### src/rtl/mul8_pkg.sv
// Shared definitions for the 8x8 multiply-accumulate datapath.
package mul8_pkg;
  localparam int OP_W   = 8;
  localparam int PROD_W = 16;

  typedef enum logic {
    ACCUM = 1'b0,
    HOLD  = 1'b1
  } mac_state_e;
endpackage

### src/rtl/mul8_lrtl.sv
// Combinational unsigned 8x8 multiplier.
module mul8_lrtl
  import mul8_pkg::*;
(
  input  logic [OP_W-1:0]   a,
  input  logic [OP_W-1:0]   b,
  output logic [PROD_W-1:0] p
);
  assign p = PROD_W'(a) * PROD_W'(b);
endmodule

### src/rtl/mac8_acc.sv
// Framed streaming multiply-accumulate: one registered operand stage feeding
// mul8_lrtl, accumulation over a frame, one held result per frame.
//   state | meaning
//   ACCUM | accepting beats, accumulating products
//   HOLD  | frame result valid, waiting for consumer
module mac8_acc
  import mul8_pkg::*;
#(
  parameter int ACC_W = 24,
  parameter int CNT_W = 8
) (
  input  logic             clk,
  input  logic             rst,
  input  logic             in_valid,
  output logic             in_ready,
  input  logic [OP_W-1:0]  in_a,
  input  logic [OP_W-1:0]  in_b,
  input  logic             in_last,
  output logic             out_valid,
  input  logic             out_ready,
  output logic [ACC_W-1:0] out_sum,
  output logic [CNT_W-1:0] out_count,
  output logic             out_ovf
);
  mac_state_e       state_q, state_d;
  logic             s1_valid_q, s1_valid_d;
  logic             s1_last_q, s1_last_d;
  logic [OP_W-1:0]  s1_a_q, s1_a_d;
  logic [OP_W-1:0]  s1_b_q, s1_b_d;
  logic [ACC_W-1:0] acc_q, acc_d;
  logic [CNT_W-1:0] cnt_q, cnt_d;
  logic             ovf_q, ovf_d;
  logic             out_valid_q, out_valid_d;
  logic [ACC_W-1:0] out_sum_q, out_sum_d;
  logic [CNT_W-1:0] out_count_q, out_count_d;
  logic             out_ovf_q, out_ovf_d;

  logic [PROD_W-1:0] prod;
  logic [ACC_W:0]    sum_ext;
  logic              carry;
  logic [CNT_W-1:0]  cnt_inc;
  logic              xfer;

  mul8_lrtl u_mul (
    .a (s1_a_q),
    .b (s1_b_q),
    .p (prod)
  );

  // A last beat sitting in stage 1 blocks the next frame until it closes.
  assign in_ready = (state_q == ACCUM) && !(s1_valid_q && s1_last_q);
  assign xfer     = in_valid && in_ready;
  assign sum_ext  = {1'b0, acc_q} + (ACC_W+1)'(prod);
  assign carry    = sum_ext[ACC_W];
  assign cnt_inc  = (&cnt_q) ? cnt_q : cnt_q + 1'b1;

  always_comb begin
    state_d     = state_q;
    s1_valid_d  = xfer;
    s1_last_d   = s1_last_q;
    s1_a_d      = s1_a_q;
    s1_b_d      = s1_b_q;
    acc_d       = acc_q;
    cnt_d       = cnt_q;
    ovf_d       = ovf_q;
    out_valid_d = out_valid_q;
    out_sum_d   = out_sum_q;
    out_count_d = out_count_q;
    out_ovf_d   = out_ovf_q;

    if (xfer) begin
      s1_a_d    = in_a;
      s1_b_d    = in_b;
      s1_last_d = in_last;
    end

    if (s1_valid_q && s1_last_q) begin
      out_sum_d   = sum_ext[ACC_W-1:0];
      out_count_d = cnt_inc;
      out_ovf_d   = ovf_q | carry;
      out_valid_d = 1'b1;
      acc_d       = '0;
      cnt_d       = '0;
      ovf_d       = 1'b0;
      state_d     = HOLD;
    end else if (s1_valid_q) begin
      acc_d = sum_ext[ACC_W-1:0];
      cnt_d = cnt_inc;
      ovf_d = ovf_q | carry;
    end

    if (state_q == HOLD && out_valid_q && out_ready) begin
      out_valid_d = 1'b0;
      state_d     = ACCUM;
    end
  end

  always_ff @(posedge clk or posedge rst) begin
    if (rst) begin
      state_q     <= ACCUM;
      s1_valid_q  <= 1'b0;
      s1_last_q   <= 1'b0;
      s1_a_q      <= '0;
      s1_b_q      <= '0;
      acc_q       <= '0;
      cnt_q       <= '0;
      ovf_q       <= 1'b0;
      out_valid_q <= 1'b0;
      out_sum_q   <= '0;
      out_count_q <= '0;
      out_ovf_q   <= 1'b0;
    end else begin
      state_q     <= state_d;
      s1_valid_q  <= s1_valid_d;
      s1_last_q   <= s1_last_d;
      s1_a_q      <= s1_a_d;
      s1_b_q      <= s1_b_d;
      acc_q       <= acc_d;
      cnt_q       <= cnt_d;
      ovf_q       <= ovf_d;
      out_valid_q <= out_valid_d;
      out_sum_q   <= out_sum_d;
      out_count_q <= out_count_d;
      out_ovf_q   <= out_ovf_d;
    end
  end

  assign out_valid = out_valid_q;
  assign out_sum   = out_sum_q;
  assign out_count = out_count_q;
  assign out_ovf   = out_ovf_q;
endmodule

### config.mk
export PLATFORM = sky130hd
export DESIGN_NAME = mac8_acc
export DESIGN_NICKNAME = d
export VERILOG_FILES = /design/src/rtl/mul8_pkg.sv /design/src/rtl/mul8_lrtl.sv /design/src/rtl/mac8_acc.sv
export SDC_FILE = /design/constraint.sdc
export NUM_CORES = 1
export LEC_CHECK = 0
export CAP_MARGIN = 0
export CORE_MARGIN = 2
export CORE_UTILIZATION = 55
export DETAILED_ROUTE_END_ITERATION = 8
export HOLD_SLACK_MARGIN = 0.02
export PLACE_DENSITY = 0.74
export SLEW_MARGIN = 10
export SYNTH_ARGS = -nofsm -noshare
export SYNTH_HDL_FRONTEND = slang
export SYNTH_SLANG_ARGS = --single-unit
### constraint.sdc
create_clock -name clk -period 8.2 [get_ports clk]
set_clock_uncertainty 0.1 [all_clocks]
set_input_delay 2.05 -clock clk [delete_from_list [all_inputs] [get_ports clk]]
set_output_delay 2.05 -clock clk [all_outputs]
set_load 0.02 [all_outputs]
Word level (Yosys, flattened, before mapping). Cells that the tools add are included.

Output and inout bits: 35. Bits in registers: 85.

Reduce and logical (&&, ||, !) cells: 8. Add/sub/neg operators: 2. Multipliers: 1. Bitwise gates (word level): 2. Mux-type cells: 9.

Operator list (count): $mux W24 (2); $add A24 B16 Y25 (1); $mux W8 (3); $mul A8 B8 Y16 (1); $add A8 B1 Y8 const B (1); $reduce_and A8 Y1 (1); $logic_and A1 B1 Y1 (4); $mux W1 (4); $reduce_bool A2 Y1 (2); $logic_not A1 Y1 (1); $not A1 Y1 (1); $or A1 B1 Y1 (1).

Depth between registers and ports, before layout.
Depth after elaboration: 5. Depth in mapped cells: 17.

Hierarchy. Synthesis repeated with hierarchy kept, for this count alone.

Cells, all modules: 699. Area, all modules: 6665.1 um2.

Modules (own cells, without submodules): mac8_acc (area each 4555.6 um2, times used 1, cells each 456, seq. area each 2127.0 um2); mul8_lrtl (area each 2109.5 um2, times used 1, cells each 243, seq. area each 0.0 um2).

Worst setup path before layout. Ideal clock, no wire load.

Path type: reg-to-reg. Start: reg s1_a_q[5]. End: reg acc_q[22]. Stages on the path, launching flop included: 16. Path buffers: 1. Slack: 3792 ps. Period minus slack after synthesis: 4408 ps. Library setup time: 119 ps. Arrival: 4190 ps. Cells stage by stage: dfrtp_1 > clkbuf_1 > and2_1 > fa_1 > fa_1 > inv_1 > fa_1 > fa_1 > inv_1 > ha_1 > o21ai_1 > a211oi_2 > a31oi_2 > a211oi_2 > o21ai_0 > a21bo_1.

Cells in the longest elaborated chain, start to end: 4.

Ends and longest elaborated chain: start, declared (RTL line mac8_acc.sv:28) `logic [OP_W-1:0] s1_a_q, s1_a_d;`; start signal, assigned (RTL line mac8_acc.sv:103) `s1_a_q <= '0;`; start signal, assigned (RTL line mac8_acc.sv:116) `s1_a_q <= s1_a_d;`; $mul A8 B8 Y16 (RTL line mul8_lrtl.sv:9) `assign p = PROD_W'(a) * PROD_W'(b);`; $add A24 B16 Y25 (RTL line mac8_acc.sv:53) `assign sum_ext = {1'b0, acc_q} + (ACC_W+1)'(prod);`; $mux W24 (RTL line mac8_acc.sv:86) `end else if (s1_valid_q) begin`; $mux W24 (RTL line mac8_acc.sv:77) `if (s1_valid_q && s1_last_q) begin`; end signal, assigned (RTL line mac8_acc.sv:105) `acc_q <= '0;`; end signal, assigned (RTL line mac8_acc.sv:118) `acc_q <= acc_d;`; end, declared (RTL line mac8_acc.sv:30) `logic [ACC_W-1:0] acc_q, acc_d;`.

Every way passes these cells. The select of a mux whose other input is x is not followed. A chain may end at the register's enable or synchronous reset.

Worst setup path after layout.
Start: reg s1_a_q[4]. End: reg acc_q[22].

Same word-level chain as after synthesis.

==> run_results.csv <==
group,metric,value,unit
status,outcome,"finished, final reports clean",
route,ant_nets,0,
clocking,ctsResizeCount,0,
timing,rsz0062_at_grt,"false",
die,fp.dieH,111.0,µm
route,firstDrtPassIters,6,
global_route,grt_pass1_wl,24940,µm
synth,synth.top_cell.area_share,0.3377,
die,ios,56,
timing,setup_violations,0,
die,rows,39,
worst_setup_path,reg2reg_depth,14,
die,initial_core_util,0.5588,
finish,final_layout_size_suffix_gt1_frac,0.06592,
synth,ys_seq_area_frac,0.3377,
die,core-area,0.01127,mm²
timing,slew_viol_final,0,
clocking,cts_buffers,9,
hold_path,whs_path_depth,2,
timing,fin_crit_sh,0.6013,
clocking,clk_pin_slew,60,ps
synth,avgSynthCellArea,9.500,µm²
global_route,grt_max_degree,86,
finish,fin_nets,823,
timing,max_clock_freq,202.8,MHz
placed_design,io_buffers,55,
worst_setup_path,path_class,"flop to flop",
worst_setup_path,end_kind,"flop",
worst_setup_path,r2r_start,"s1_a_q[4]$_DFFE_PP0P_",
hold_path,min-delay-path-class,"flop to flop",
synth,yosysTopAreaCell,"dfrtp_1",
worst_setup_path,r2r_slack,3270,ps
timing,min_period,4930,ps
timing,setup_tns,0,ps
worst_setup_path,worst-path-max-fanout,9,
hold_path,holdPathEnd,"acc_q[14]$_DFFE_PP0P_",
route,drc,0,
finish,diodes,0,
timing,maxSlewHeadroom,0.4578,
placed_design,place_congestion,0.8986,
finish,layout_commonest_cell,"nand2_1",
synth,async_flop_share,1.000,
synth,yosys_register_bits,85,
worst_setup_path,r2r-end,"acc_q[22]$_DFFE_PP0P_",
clocking,clockBufferDepth,2,
clocking,postCtsSetupBuffers,0,
global_route,grt_pass1_vias,4964,
worst_setup_path,cp.arrival,5070,ps
worst_setup_path,worstSetupStartpointType,"flop",
die,die_area,0.01232,mm²
timing,final_hold_viol_count,0,
synth,mappedNetlistArea,0.006299,mm²
clocking,hold_buffers,0,
placed_design,dpl.hpwl,10830,µm
run,drv_cap,0,
synth,synth_enable_flop_cells,0,
global_route,grt_usage,0.2537,
global_route,overflow,0,
synth,synth.distinct_cells,55,
global_route,antenna_found_initial,0,
die,fp.dieW,111.0,µm
clocking,cts-root-buf,"clkbuf_16",
route,vias_per_cell,5.600,
synth,synthCells,663,
clocking,cts_tree,"yes",
worst_setup_path,critPathRequiredTime,8340,ps
finish,layout_common_cells,"98 x nand2_1, 89 x inv_1, 85 x dfrtp_1",
clocking,clock_latency,350,ps
synth,synthTopCellsByArea,"dfrtp_1 34%, fa_1 16%, ha_1 8.3%, nand2_1 5.8%, inv_1 5.4%",
synth,yosys_warnings,0,
hold_path,min-delay-start,"acc_q[14]$_DFFE_PP0P_",
synth,synth.net_count,776,
timing,worstMarginPinSlew,811.3,ps
route,drt_wl_total,14550,µm
route,routedWlPerCell,17.00,µm
finish,area_delta_synth_final,15.34,%
synth,synth_flop_cell,"dfrtp_1",
route,vias,4794,
clocking,clkSinkCount,85,
route,drtIter0Drc,298,
clocking,htreeDepth,3,
==> area by class of cell <==
class | instances | area [µm²]
fillers | 909 | 4008
multi-input cells | 462 | 3724
flip-flops and latches | 85 | 2127
repair buffers | 60 | 608.1
inverters | 92 | 346.6
clock buffers | 10 | 229.0
well taps | 143 | 178.9
clock inverters | 4 | 51.30
==> worst max-delay path by stage <==
stage                                from               endpoint  slack (ps)  cells past startpoint
global route        s1_a_q[4]$_DFFE_PP0P_  acc_q[22]$_DFFE_PP0P_        3050                     14
global placement    s1_a_q[5]$_DFFE_PP0P_  acc_q[22]$_DFFE_PP0P_        3420                     14
floorplan           s1_a_q[5]$_DFFE_PP0P_  acc_q[22]$_DFFE_PP0P_        3790                     15
finish              s1_a_q[4]$_DFFE_PP0P_  acc_q[22]$_DFFE_PP0P_        3270                     14
CTS                 s1_a_q[4]$_DFFE_PP0P_  acc_q[22]$_DFFE_PP0P_        3260                     14
detailed placement  s1_a_q[4]$_DFFE_PP0P_  acc_q[22]$_DFFE_PP0P_        3350                     14
==> state kept, by name, indices dropped and copies added, names as in the netlist <==
register	cells
acc_q	24
out_sum	24
cnt_q	8
out_count	8
s1_a_q	8
s1_b_q	8
out_ovf	1
out_valid	1
ovf_q	1
s1_last_q	1
s1_valid_q	1
==> cells in the mapped netlist (6+ instances only) <==
| library cell | instances |
|---|---|
| nand2_1 | 98 |
| clkbuf_1 | 18 |
| o21ai_1 | 23 |
| xnor2_1 | 17 |
| a21o_1 | 6 |
| dfrtp_1 | 85 |
| o21ai_0 | 28 |
| fa_1 | 50 |
| mux2_2 | 9 |
| and2_1 | 37 |
| mux2_1 | 9 |
| nor2_1 | 26 |
| ha_1 | 42 |
| a21oi_1 | 22 |
| inv_1 | 90 |
| nand3_1 | 13 |
| and3_1 | 6 |
==> metrics by stage <==
stage               utilization  worst slack, ps  instance area, µm²  std cells  hold slack (ps)
finish                   0.6445             3270                7264        856            377.3
global route             0.6445             3054                7264        856            411.3
CTS                      0.6420             3261                7237        855            385.8
detailed placement       0.6172             3345                6957        841            371.6
global placement         0.6172             3418                6957        841            361.5
floorplan                     -             3792                6299        663            348.5
==> logic make-up (layout without fill, tap and decap cells) <==
| logic type | count (synthesis) | count (layout) | share of synthesized area |
|---|---|---|---|
| compound gates | 130 | 130 | 0.1367 |
| xor+xnor | 22 | 22 | 0.03059 |
| fa+ha+maj | 92 | 92 | 0.2424 |
| buf+inv | 116 | 166 | 0.07111 |
| flops | 85 | 85 | 0.3377 |
| mux | 21 | 21 | 0.03695 |
| simple gates | 197 | 197 | 0.1446 |
==> metal layers <==
metal  vias up  share of wire  global-route usage
li1       2269              -                   -
met1      2358           0.46              0.3645
met2       143           0.47              0.3996
met3        24          0.049             0.03991
met4         0          0.018             0.08313
met5         -              0                   0
==> critical path, stage by stage (launching register included) <==
cell and delay, ps:
dfrtp_1 480, and2_1 210, fa_1 510, fa_1 570
inv_1 60, fa_1 510, fa_1 550, inv_1 60
ha_1 390, o21ai_1 120, a211oi_2 320, a31oi_2 200
a211oi_2 350, o21ai_0 150, a21bo_1 220
Power is not shown: default switching activity piles up to over one toggle a cycle in this logic, so the estimate is an artifact.
